<file path="config.mk">
export PLATFORM = sky130hd
export DESIGN_NAME = reset_sequencer
export DESIGN_NICKNAME = d
export VERILOG_FILES = /design/src/rtl/reset_sequencer_pkg.sv /design/src/rtl/reset_sequencer_seq_timer.sv /design/src/rtl/reset_sequencer.sv
export SDC_FILE = /design/constraint.sdc
export NUM_CORES = 1
export LEC_CHECK = 0
export BUFFER_PORTS_ARGS = -buffer_cell sky130_fd_sc_hd__buf_2
export CORE_ASPECT_RATIO = 0.9
export CORE_MARGIN = 5
export CORE_UTILIZATION = 58
export DETAILED_ROUTE_END_ITERATION = 8
export GPL_TIMING_DRIVEN = 0
export PLACE_DENSITY_LB_ADDON = 0.05
export SLEW_MARGIN = 10
export SYNTH_ARGS = -nofsm -noshare
export SYNTH_HDL_FRONTEND = slang
export SYNTH_SLANG_ARGS = --single-unit
export TNS_END_PERCENT = 1
</file>
<file path="constraint.sdc">
create_clock -name clk -period 2.75 [get_ports clk]
set_input_delay 0.275 -clock clk [delete_from_list [all_inputs] [get_ports clk]]
set_output_delay 0.275 -clock clk [all_outputs]
set_load 0.005 [all_outputs]
</file>
<file path="src/rtl/reset_sequencer_pkg.sv">
// Shared definitions for the staged reset sequencer: state encoding,
// stage-count limits and small elaboration-time helpers.
package robot_rst_pkg;

  // Sequencer states
  typedef enum logic [1:0] {
    ST_UP    = 2'd0,
    ST_RUN   = 2'd1,
    ST_DOWN  = 2'd2,
    ST_FAULT = 2'd3
  } seq_state_e;

  // Legal range of NUM_STAGES
  localparam int MIN_STAGES = 1;
  localparam int MAX_STAGES = 8;

  // Stage index counts released stages, so it must hold 0..MAX_STAGES
  localparam int IDX_W = $clog2(MAX_STAGES + 1);

  // Larger of two integers, used to size the shared delay timer
  function automatic int max_int(input int a, input int b);
    return (a > b) ? a : b;
  endfunction

endpackage

</file>
<file path="src/rtl/reset_sequencer_seq_timer.sv">
// Delay timer for the reset sequencer. Counts up while enabled and reloads
// to zero when it reaches the runtime-selected limit, so it never wraps.
// The terminal-count flag tells the FSM that the current delay has expired.
module seq_timer
  #(parameter int W = 4)
  (
    input  logic         clk,
    input  logic         rst,
    input  logic         clr,
    input  logic         en,
    input  logic [W-1:0] limit,
    output logic         tc
  );

  logic [W-1:0] count_r;

  // Terminal count: the edge on which this is seen ends the delay
  assign tc = (count_r == limit);

  // Count up while enabled, reload to zero at the limit or on clear
  always_ff @(posedge clk) begin
    if (rst) begin
      count_r <= {W{1'b0}};
    end else if (clr) begin
      count_r <= {W{1'b0}};
    end else if (en) begin
      if (tc) begin
        count_r <= {W{1'b0}};
      end else begin
        count_r <= count_r + W'(1);
      end
    end else begin
      count_r <= count_r;
    end
  end

endmodule

</file>
<file path="src/rtl/reset_sequencer.sv">
// Staged reset sequencer. Releases NUM_STAGES subsystem resets one at a
// time (bit 0 first) with STAGE_DELAY cycles between releases. A fault
// re-asserts released stages highest-first, SHUT_DELAY cycles apart, then
// latches in FAULT until fault_clr arrives with fault low.
// NUM_STAGES must lie within MIN_STAGES..MAX_STAGES; both delays must be >= 1.
module reset_sequencer
  import robot_rst_pkg::*;
  #(
    parameter int NUM_STAGES  = 4,
    parameter int STAGE_DELAY = 1000,
    parameter int SHUT_DELAY  = 16
  )
  (
    input  logic                  clk,
    input  logic                  rst,
    input  logic                  fault,
    input  logic                  fault_clr,
    output logic [NUM_STAGES-1:0] stage_rst,
    output logic                  ready,
    output logic                  faulted,
    output logic                  busy
  );

  localparam int TMR_W = $clog2(max_int(STAGE_DELAY, SHUT_DELAY) + 1);

  localparam logic [TMR_W-1:0]      STAGE_LIM = TMR_W'(STAGE_DELAY - 1);
  localparam logic [TMR_W-1:0]      SHUT_LIM  = TMR_W'(SHUT_DELAY - 1);
  localparam logic [IDX_W-1:0]      ONE_IDX   = IDX_W'(1);
  localparam logic [IDX_W-1:0]      LAST_IDX  = IDX_W'(NUM_STAGES - 1);
  localparam logic [NUM_STAGES-1:0] STAGE_ONE = NUM_STAGES'(1);
  localparam logic [NUM_STAGES-1:0] ALL_HELD  = {NUM_STAGES{1'b1}};

  seq_state_e              state_r;
  logic [IDX_W-1:0]        idx_r;        // number of stages currently released
  logic [NUM_STAGES-1:0]   stage_rst_r;
  logic                    ready_r;
  logic                    faulted_r;
  logic                    busy_r;

  logic                    tmr_clr_s;
  logic                    tmr_en_s;
  logic [TMR_W-1:0]        tmr_lim_s;
  logic                    tmr_tc_s;
  logic [NUM_STAGES-1:0]   release_mask_s;  // next stage to release
  logic [NUM_STAGES-1:0]   top_mask_s;      // highest released stage

  assign release_mask_s = STAGE_ONE << idx_r;
  assign top_mask_s     = STAGE_ONE << (idx_r - ONE_IDX);

  // Timer control: run in UP/DOWN, held at zero in RUN/FAULT and on fault entry
  always_comb begin
    tmr_clr_s = 1'b0;
    tmr_en_s  = 1'b0;
    tmr_lim_s = STAGE_LIM;
    case (state_r)
      ST_UP: begin
        if (fault) begin
          tmr_clr_s = 1'b1;
        end else begin
          tmr_en_s = 1'b1;
        end
      end
      ST_DOWN: begin
        tmr_en_s  = 1'b1;
        tmr_lim_s = SHUT_LIM;
      end
      ST_RUN: begin
        tmr_clr_s = 1'b1;
      end
      ST_FAULT: begin
        tmr_clr_s = 1'b1;
      end
      default: begin
        tmr_clr_s = 1'b1;
      end
    endcase
  end

  seq_timer #(.W(TMR_W)) u_timer (
    .clk   (clk),
    .rst   (rst),
    .clr   (tmr_clr_s),
    .en    (tmr_en_s),
    .limit (tmr_lim_s),
    .tc    (tmr_tc_s)
  );

  // Sequencer FSM with registered stage resets and status flags
  always_ff @(posedge clk) begin
    if (rst) begin
      state_r     <= ST_UP;
      idx_r       <= {IDX_W{1'b0}};
      stage_rst_r <= ALL_HELD;
      ready_r     <= 1'b0;
      faulted_r   <= 1'b0;
      busy_r      <= 1'b1;
    end else begin
      case (state_r)
        ST_UP, ST_RUN: begin
          if (fault) begin
            // Fault beats any release due on this edge
            ready_r <= 1'b0;
            if (idx_r <= ONE_IDX) begin
              // Nothing or only stage 0 released: straight to FAULT
              stage_rst_r <= ALL_HELD;
              idx_r       <= {IDX_W{1'b0}};
              state_r     <= ST_FAULT;
              faulted_r   <= 1'b1;
              busy_r      <= 1'b0;
            end else begin
              stage_rst_r <= stage_rst_r | top_mask_s;
              idx_r       <= idx_r - ONE_IDX;
              state_r     <= ST_DOWN;
              busy_r      <= 1'b1;
            end
          end else if ((state_r == ST_UP) && tmr_tc_s) begin
            stage_rst_r <= stage_rst_r & ~release_mask_s;
            idx_r       <= idx_r + ONE_IDX;
            if (idx_r == LAST_IDX) begin
              state_r <= ST_RUN;
              ready_r <= 1'b1;
              busy_r  <= 1'b0;
            end else begin
              state_r <= ST_UP;
            end
          end else begin
            state_r <= state_r;
          end
        end
        ST_DOWN: begin
          // fault and fault_clr are deliberately ignored while shutting down
          if (tmr_tc_s) begin
            stage_rst_r <= stage_rst_r | top_mask_s;
            idx_r       <= idx_r - ONE_IDX;
            if (idx_r == ONE_IDX) begin
              state_r   <= ST_FAULT;
              faulted_r <= 1'b1;
              busy_r    <= 1'b0;
            end else begin
              state_r <= ST_DOWN;
            end
          end else begin
            state_r <= ST_DOWN;
          end
        end
        ST_FAULT: begin
          stage_rst_r <= ALL_HELD;
          if (fault_clr && !fault) begin
            state_r   <= ST_UP;
            idx_r     <= {IDX_W{1'b0}};
            faulted_r <= 1'b0;
            busy_r    <= 1'b1;
          end else begin
            state_r <= ST_FAULT;
          end
        end
        default: begin
          // Unreachable encoding: fail safe with everything held in reset
          state_r     <= ST_FAULT;
          idx_r       <= {IDX_W{1'b0}};
          stage_rst_r <= ALL_HELD;
          ready_r     <= 1'b0;
          faulted_r   <= 1'b1;
          busy_r      <= 1'b0;
        end
      endcase
    end
  end

  assign stage_rst = stage_rst_r;
  assign ready     = ready_r;
  assign faulted   = faulted_r;
  assign busy      = busy_r;

endmodule

</file>
=== Word-level counts from Yosys, hierarchy flattened ===
Cells that the tools add are included.
W data, S select, Z words.

* Add/subtract/negate cells: 3
* $mul: 0
* Divide/modulo/power cells: 0
* Order comparisons: 1
* Equality and inequality tests: 13
* Shifts and indexed selects: 2
* Mux-type cells: 42
* Bitwise logic cells: 3
* Reduce and logical (&&, ||, !) cells: 14

{| class="wikitable"
|+ Operators with widths
! cell !! number
|-
| $mux W4 || 9
|-
| $pmux W4 S3 || 2
|-
| $mux W1 || 20
|-
| $mux W10 || 2
|-
| $add A10 B1 Y10 const B || 1
|-
| $eq A10 B10 Y1 || 1
|-
| $ne A2 B2 Y1 const B || 5
|-
| $reduce_and A5 Y1 || 2
|-
| $mux W2 || 4
|-
| $shl A1 B4 Y4 const A || 2
|-
| $ne A3 B3 Y1 const B || 2
|-
| $pmux W1 S3 || 2
|-
| $pmux W2 S3 || 1
|-
| $reduce_and A3 Y1 || 2
|-
| $reduce_or A2 Y1 || 3
|-
| $add A4 B1 Y4 const B || 1
|-
| $and A4 B4 Y4 || 1
|-
| $eq A2 B2 Y1 const B || 2
|-
| $eq A4 B1 Y1 const B || 1
|-
| $eq A4 B2 Y1 const B || 1
|-
| $le A4 B1 Y1 const B || 1
|-
| $not A4 Y4 || 1
|-
| $or A4 B4 Y4 || 1
|-
| $pmux W1 S2 || 2
|-
| other kinds (7) || 9
|}

* Register bits after elaboration: 23
* Bits in latches: 0
* Bits in writable memories: 0
* ROM bits: 0
* Input port bits: 4
* Output and inout port bits: 7
* Logic and storage cells: 85
* Memories: 0

=== Depth between registers and ports, before layout ===
Gate-level depths: netlist of the first run.

* Depth in word-level cells: 7
* Gate-level depth with buffers: 8

=== Cells and area by module ===
A second synthesis of the first run with hierarchy kept.

* Cell total of the unflattened synthesis: 180
* Area, all modules: 1557.7 µm²

{| class="wikitable"
|+ Modules (own cells, without submodules)
! module !! instances !! cells an instance !! area an instance (µm²)
|-
| reset_sequencer || 1 || 114 || 937.1
|-
| seq_timer || 1 || 66 || 620.6
|}

=== Worst setup path after synthesis of the first run ===
OpenSTA, ideal clock, no wires.

* Kind: reg2reg
* Start point: register idx_r[1]
* End point: register idx_r[0]
* Library setup time: 87 ps
* Arrival: 1914 ps
* Required time: 2663 ps
* Slack: 749 ps
* Cell stages (with the launch flop): 9
* Path buffers: 1
* Cells stage by stage: dfxtp_1 -> clkbuf_1 -> inv_1 -> ha_1 -> nor2_1 -> o21ai_1 -> a31o_2 -> or4_1 -> o31ai_1

* Longest elaborated chain between the ends: 4

{| class="wikitable"
|+ Ends and longest elaborated chain
! what !! line !! RTL
|-
| start: declaration || reset_sequencer.sv:34 || <nowiki>logic [IDX_W-1:0] idx_r;</nowiki>
|-
| start signal: assignment || reset_sequencer.sv:92 || <nowiki>idx_r <= {IDX_W{1'b0}};</nowiki>
|-
| start signal: assignment || reset_sequencer.sv:106 || <nowiki>idx_r <= {IDX_W{1'b0}};</nowiki>
|-
| start signal: assignment || reset_sequencer.sv:112 || <nowiki>idx_r <= idx_r - ONE_IDX;</nowiki>
|-
| $le A4 B1 Y1 || reset_sequencer.sv:103 || <nowiki>if (idx_r <= ONE_IDX) begin</nowiki>
|-
| $mux W4 || reset_sequencer.sv:103 ||
|-
| $mux W4 || reset_sequencer.sv:100 || <nowiki>if (fault) begin</nowiki>
|-
| $pmux W4 S3 || reset_sequencer.sv:98 || <nowiki>case (state_r)</nowiki>
|}

No other way between the ends.
A chain may end at the register's enable or synchronous reset.

=== Worst setup path after layout of the first run ===
* Start point: register idx_r[1]
* End point: register idx_r[3]

* Longest elaborated chain between the ends: 4

{| class="wikitable"
|+ Ends and longest elaborated chain
! what !! line !! RTL
|-
| $add A4 B1 Y4 (tied with other cells) || reset_sequencer.sv:118 || <nowiki>idx_r <= idx_r + ONE_IDX;</nowiki>
|-
| $mux W4 (on tied branches) || reset_sequencer.sv:116, reset_sequencer.sv:103 ||
|-
| $mux W4 || reset_sequencer.sv:100 ||
|-
| $pmux W4 S3 (*) || reset_sequencer.sv:98 ||
|}

Mark *: on every way between the ends. The rest lies on a longest branch, timed or not. The select of a mux whose other input is x is not followed.

==> results.ini, run 1 <==
[status]
outcome = finished, final reports clean

[critical_path]
worstPathArrival_ps = 2790
crit_required_ps = 2990
start_kind = flop
max_stage_delay_ps = 550
crit_chain = clkbuf_1 > inv_1 > ha_1 > nor2_1 > o21ai_1 > a2111oi_1 > nor4_1 > a211oi_1
crit_type = flop to flop
cpMaxStageDelayCell = a2111oi_1
end_kind = flop
worst-path-max-fanout = 7

[placed_design]
portBuffers = 10
finalWeightedCongestion = 0.899
placed_cell_area_um2 = 1480
hpwlAfterDp_um = 2350

[route]
drtIter0Drc = 77
routed_via_density = 6.48
ant_nets = 0
firstDrtPassIters = 6
drc = 0
post_drt_wl_per_cell_um = 15.7
vias = 1380
routed_wl_um = 3350

[grt]
track_usage_pct = 21.1
antenna_found_initial = 0
grt_pass1_vias = 1286
grt_pass1_wl_um = 5710
grt.overflow.total = 0
grt_max_degree = 13

[cts]
cts_tree = built
htreeDepth = 1
postCtsHoldBufs = 0
clock_path_buffers = 2
cts_buffers = 3
cts.sinks = 23
cts_post_setup_buffers_inserted = 0
clkSlewWorstSetupHoldPaths_ps = 130
cts_resized = 0
clk_latency_ps = 320
cts_root_buf = clkbuf_4

[sta]
setup_tns_ps = 0
post-route-period-util_pct = 92.8
tightest_slew_ps = 660
finalHoldViolCount = 0
skew_ps = 7.43
hold_ws_ps = 259
setup_viol = 0
report.final.slew_viol_count = 0
fmax_mhz = 392
period_minus_slack_ps = 2550
slew_headroom_pct = 55.4

[power]
p_leak_nw = 0.519
powerDensity_nw_per_um2 = 512
ir_drop_mv = 0.480

[synth]
syn_inst = 172
synth-edff-count = 0
yosysUniqueCellTypes = 48
syn_nets = 180
ys_seq_elements = 23
async_flop_share_pct = 0
syn-mean-instance-area_um2 = 8.12
seq_area_frac_synth_pct = 33.0
synthTopCellsByArea = dfxtp_1, nor2_1, xnor2_1
synth_top_area_share_pct = 33.0
synthFlopType = dfxtp_1
mappedNetlistArea_um2 = 1400
ys_warn_count = 0
yosysTopAreaCell = dfxtp_1

[run]
cap_violations = 0

[floorplan]
dieArea_um2 = 3490
die_w_um = 61.7
pin_count = 11
die_y_um = 56.6
start_util_pct = 62.3
row_count = 16
core_area_um2 = 2240

[hold_path]
hold_class = input pin to flop

[cells_and_area]
finalNetCount = 195
drive_gt1_share_pct = 13.4
fin_area_um2 = 1510
fill_cells = 191
n_antenna_cell = 0
layout-area-overhead-vs-synth_pct = 7.98

## path summary, 6_finish.rpt
| check | start | to | slack (ps) | cells past startpoint |
|---|---|---|---|---|
| hold / removal | fault | state_r[1] | 260 | 3 |
| setup reg to reg | idx_r[1] | idx_r[3] | 200 | 8 |
| setup / recovery | idx_r[1] | idx_r[3] | 200 | 8 |
| hold reg to reg | u_timer.count_r[0] | u_timer.count_r[0] | 480 | 1 |
## cells in the mapped netlist (all sizes together), types with 2 or more instances
cell / number
o21ai: 7
a41oi: 2
ha: 4
nor3: 4
and3: 2
clkbuf: 9
o31ai: 2
a31oi: 4
a21oi: 10
nor2: 20
inv: 8
nand3: 7
a311oi: 4
xnor2: 7
nor2b: 3
nand4: 2
a211oi: 4
nor4b: 4
buf: 2
a2111oi: 2
or2: 4
or4: 2
nand2b: 5
dfxtp: 23
nand2: 11
xor2: 2
## critical path, delay by kind of cell, from the launching register on
family	cells	cell delay (ps)
AOI/OAI and AO/OA	3	1020
adders and majority gates	1	310
buffers and inverters	2	510
DFF	1	360
and+or+nand+nor	2	290
## power by group
part | switching [W] | internal (W)
registers | 0.0000144 | 0.000353
logic | 0.000153 | 0.0000900
clock network | 0.000104 | 0.0000568
total | 0.000272 | 0.000500
## area by class of cell
class	count	area [um^2]	area share (%)
Timing Repair Buffer	10	50.0	3.32
Sequential cell	23	460	30.5
Buffer	11	43.8	2.90
Clock buffer	4	26.3	1.74
Multi-Input combinational cell	130	863	57.3
Tap cell	27	33.8	2.24
Inverter	8	30.0	1.99
## metrics by stage
| stage | utilization [%] | power (W) | setup slack [ps] | std cells |
|---|---|---|---|---|
| floorplan | - | 0.000551 | 749 | 172 |
| global route | 67.2 | 0.000821 | -59.6 | 213 |
| detailed placement | 66.0 | 0.000607 | 364 | 209 |
| finish | 67.2 | 0.000771 | 197 | 213 |
| global placement | 66.0 | 0.000600 | 429 | 209 |
| CTS | 67.2 | 0.000765 | 292 | 213 |
## registers in the layout, summed over array words and instances, names as in the netlist
register         count
state_r              2
idx_r                4
stage_rst            4
u_timer.count_r     10
faulted              1
busy                 1
ready                1
## routing by layer
layer | vias up | GRT usage, % | share of wire, %
met5 | - | 0 | 0
met4 | 0 | 4.55 | 1.2
met3 | 8 | 6.42 | 10
met2 | 79 | 30.8 | 45
met1 | 636 | 30.1 | 44
li1 | 657 | - | -
## cells by family (layout without fill, tap and decap cells)
| family | count (synthesis) | after routing | share of synthesized area (%) |
|---|---|---|---|
| AND/OR/NAND/NOR | 71 | 71 | 27.3 |
| multiplexers | 2 | 2 | 1.52 |
| flip-flops | 23 | 23 | 33.0 |
| AO/OA/AOI/OAI | 44 | 44 | 23.7 |
| XOR/XNOR | 9 | 9 | 5.65 |
| adder cells (fa/ha/maj) | 4 | 4 | 3.58 |
| buffers and inverters | 19 | 33 | 5.29 |
## cell usage in the layout (no fill, tap or decap), types with 2 or more instances in the layout
master	instances
and3_1	2
ha_1	4
xor2_1	2
clkbuf_4	3
o21ai_1	2
xnor2_1	7
buf_2	12
or2_2	4
nand2b_1	5
nand4_1	2
nand2_1	11
a41oi_1	2
a311oi_1	4
a211oi_1	4
nor3_1	4
o21ai_0	5
inv_1	8
nand3_1	7
nor4b_1	4
a21oi_1	10
clkbuf_1	10
nor2_1	20
dfxtp_1	23
nor2b_1	3
a31oi_1	4
Power figures use the tool's default switching activity.
==> run 2, diff against run 1 <==
CORE_UTILIZATION = 45   (was 58)
==> run 2 against run 1 <==
Clock power up 4%. Combinational power is 2% lower. Clock skew shrank 4.8 ps. Count of clock-buffer cells in the layout down 1. Worst hold slack improved by 4.3 ps. Non-clock buffer count is the same. Power increased by 0.21%. Critical path depth unchanged. Highest routed layer unchanged. Sequential share of layout area down 0.38 points. Cell count rose by 7.0%. Sequential power about the same.
==> results.ini, run 2 (synthesized netlist as in run 1, its figures left out) <==
[cells_and_area]
multiInputGateArea_um2 = 862  ; -0.14%
n_antenna_cell = 0  ; unchanged
fin_area_um2 = 1530  ; +1.2%
largest_reg_flops = 10  ; unchanged
top_register = u_timer.count_r
mostFrequentLayoutCells = dfxtp_1, nor2_1, buf_2, nand2_1, a21oi_1
stdcell_count = 228  ; +7.0%
final_common_cell = dfxtp_1
layout-area-overhead-vs-synth_pct = 9.32
layout.area.seq_um2 = 460  ; unchanged
utilization_pct = 50.6  ; -17 points
fill_cells = 330  ; +73%
finalNetCount = 195  ; unchanged
drive_gt1_share_pct = 14.0  ; +0.54 points

[sta]
rsz0062_at_grt = no
slew_headroom_pct = 52.3  ; -3.1 points
setup_viol = 0  ; unchanged
finalHoldViolCount = 0  ; unchanged
worst_slack_ps = 253  ; +56.1 ps
post-route-period-util_pct = 90.8  ; -2.0 points
tightest_slew_ps = 706  ; +46.1 ps
report.final.slew_viol_count = 0  ; unchanged
skew_ps = 2.68  ; -4.75 ps
fmax_mhz = 400  ; +2.2%
setup_tns_ps = 0  ; unchanged
period_minus_slack_ps = 2500  ; -56.1 ps

[cts]
cts_tree = built
clkSlewWorstSetupHoldPaths_ps = 140  ; about the same
clk_latency_ps = 320  ; about the same
cts_post_setup_buffers_inserted = 0  ; unchanged
cts_root_buf = clkbuf_4
htreeDepth = 1  ; unchanged
clock_path_buffers = 2  ; unchanged
postCtsHoldBufs = 0  ; unchanged
cts_resized = 0  ; unchanged
cts_buffers = 3  ; unchanged
cts.sinks = 23  ; unchanged

[grt]
grt.overflow.total = 0  ; unchanged
grt_pass1_wl_um = 5670  ; -0.74%
grt_pass1_vias = 1217  ; -5.4%
track_usage_pct = 16.4  ; -4.7 points
grt_max_degree = 14  ; +1
antenna_found_initial = 0  ; unchanged

[hold_path]
hold_class = input pin to flop
worstHoldStart = fault

[critical_path]
crit_required_ps = 3000  ; about the same
startpoint = idx_r[1]
path_buf_inv = 2  ; unchanged
crit_chain = clkbuf_1 > inv_1 > ha_1 > nor2_1 > o21ai_1 > a2111oi_0 > nor4_1 > a211oi_1
max_stage_delay_ps = 550  ; about the same
endpoint = idx_r[3]
timing.rr.start = idx_r[1]
start_kind = flop
r2r_setup_slack_ps = 250  ; +60 ps
cp.depth = 8  ; unchanged
rr_worst_depth = 8  ; unchanged
worstPathArrival_ps = 2750  ; -40 ps
r2r_end = idx_r[3]
cpMaxStageDelayCell = a2111oi_0
worst-path-max-fanout = 7  ; unchanged
crit_type = flop to flop
end_kind = flop
crit_family = compound AO/OA/AOI/OAI gates

[power]
powerDensity_nw_per_um2 = 506  ; -1.0%
p_leak_nw = 0.522  ; +0.49%
ir_drop_mv = 0.223  ; -54%

[route]
firstDrtPassIters = 4  ; -2
routed_wl_um = 3300  ; -1.4%
post_drt_wl_per_cell_um = 14.5  ; -7.9%
drc = 0  ; unchanged
ant_nets = 0  ; unchanged
drtIter0Drc = 104  ; +35%
routed_via_density = 5.71  ; -12%
vias = 1301  ; -5.7%

[floorplan]
pin_count = 11  ; unchanged
die_w_um = 68.7  ; +11%
row_count = 19  ; +3
core_area_um2 = 3020  ; +35%
dieArea_um2 = 4320  ; +24%
die_y_um = 62.8  ; +11%
start_util_pct = 46.2  ; -16 points

[placed_design]
placed_cell_area_um2 = 1500  ; +1.3%
portBuffers = 10  ; unchanged
finalWeightedCongestion = 0.829  ; -7.8%
dpl.cell_count = 224  ; +7.2%
hpwlAfterDp_um = 2450  ; +4.2%
dp_slack_ps = 402  ; +38.2 ps

[run]
cap_violations = 0  ; unchanged

[status]
outcome = finished, final reports clean

## run 2: cell types whose count changed in the layout (fill, tap and decap cells not counted), sizes merged
cell,delta
clkinv,+1
clkbuf,-1
## run 2: how the worst min path moves through the flow
stage / to / slack, ps / depth (start not counted)
3_3_place_gp: u_timer.count_r[0] / 450 / 1
2_1_floorplan: state_r[1] / 390 / 2
5_1_grt: state_r[1] / 270 / 3
3_5_place_dp: u_timer.count_r[0] / 460 / 1
6_report: state_r[1] / 260 / 3
4_1_cts: state_r[1] / 260 / 3
## run 2: area by class of cell
cell class                 count  area share, %
buffer                        11           2.87
clock buffer                   3           1.48
clock inverter                 1          0.328
inverter                       8           1.97
multi-input combinational    130           56.5
sequential                    23           30.2
tap                           42           3.44
timing repair buffer          10           3.28
## run 2: where the power goes
group | leakage [nW] | internal, W | switching, W | total (W)
combinational | 0.317 | 0.0000890 | 0.000148 | 0.000237
clock | 0.0177 | 0.0000545 | 0.000113 | 0.000168
sequential | 0.187 | 0.000353 | 0.0000154 | 0.000368
total | 0.522 | 0.000497 | 0.000276 | 0.000773
## run 2: layer usage
layer	GRT usage, %	wire length [um]	up-vias
li1	-	-	655
met1	25.2	1680	598
met2	23.2	1390	44
met3	3.06	213	4
met4	3.41	26	0
met5	0	0	-
## run 2: per-stage QoR
| step | power, W | hold slack [ps] |
|---|---|---|
| floorplan | 0.000551 | 392 |
| finish | 0.000773 | 263 |
| CTS | 0.000774 | 260 |
| global placement | 0.000605 | 448 |
| detailed placement | 0.000607 | 461 |
| global route | 0.000826 | 266 |
## run 2: worst reg2reg max path, stage by stage, from the launching register on
cell and delay, ps:
dfxtp_1 380, clkbuf_1 300, inv_1 180, ha_1 300, nor2_1 170, o21ai_1 220, a2111oi_0 550, nor4_1 120
a211oi_1 220
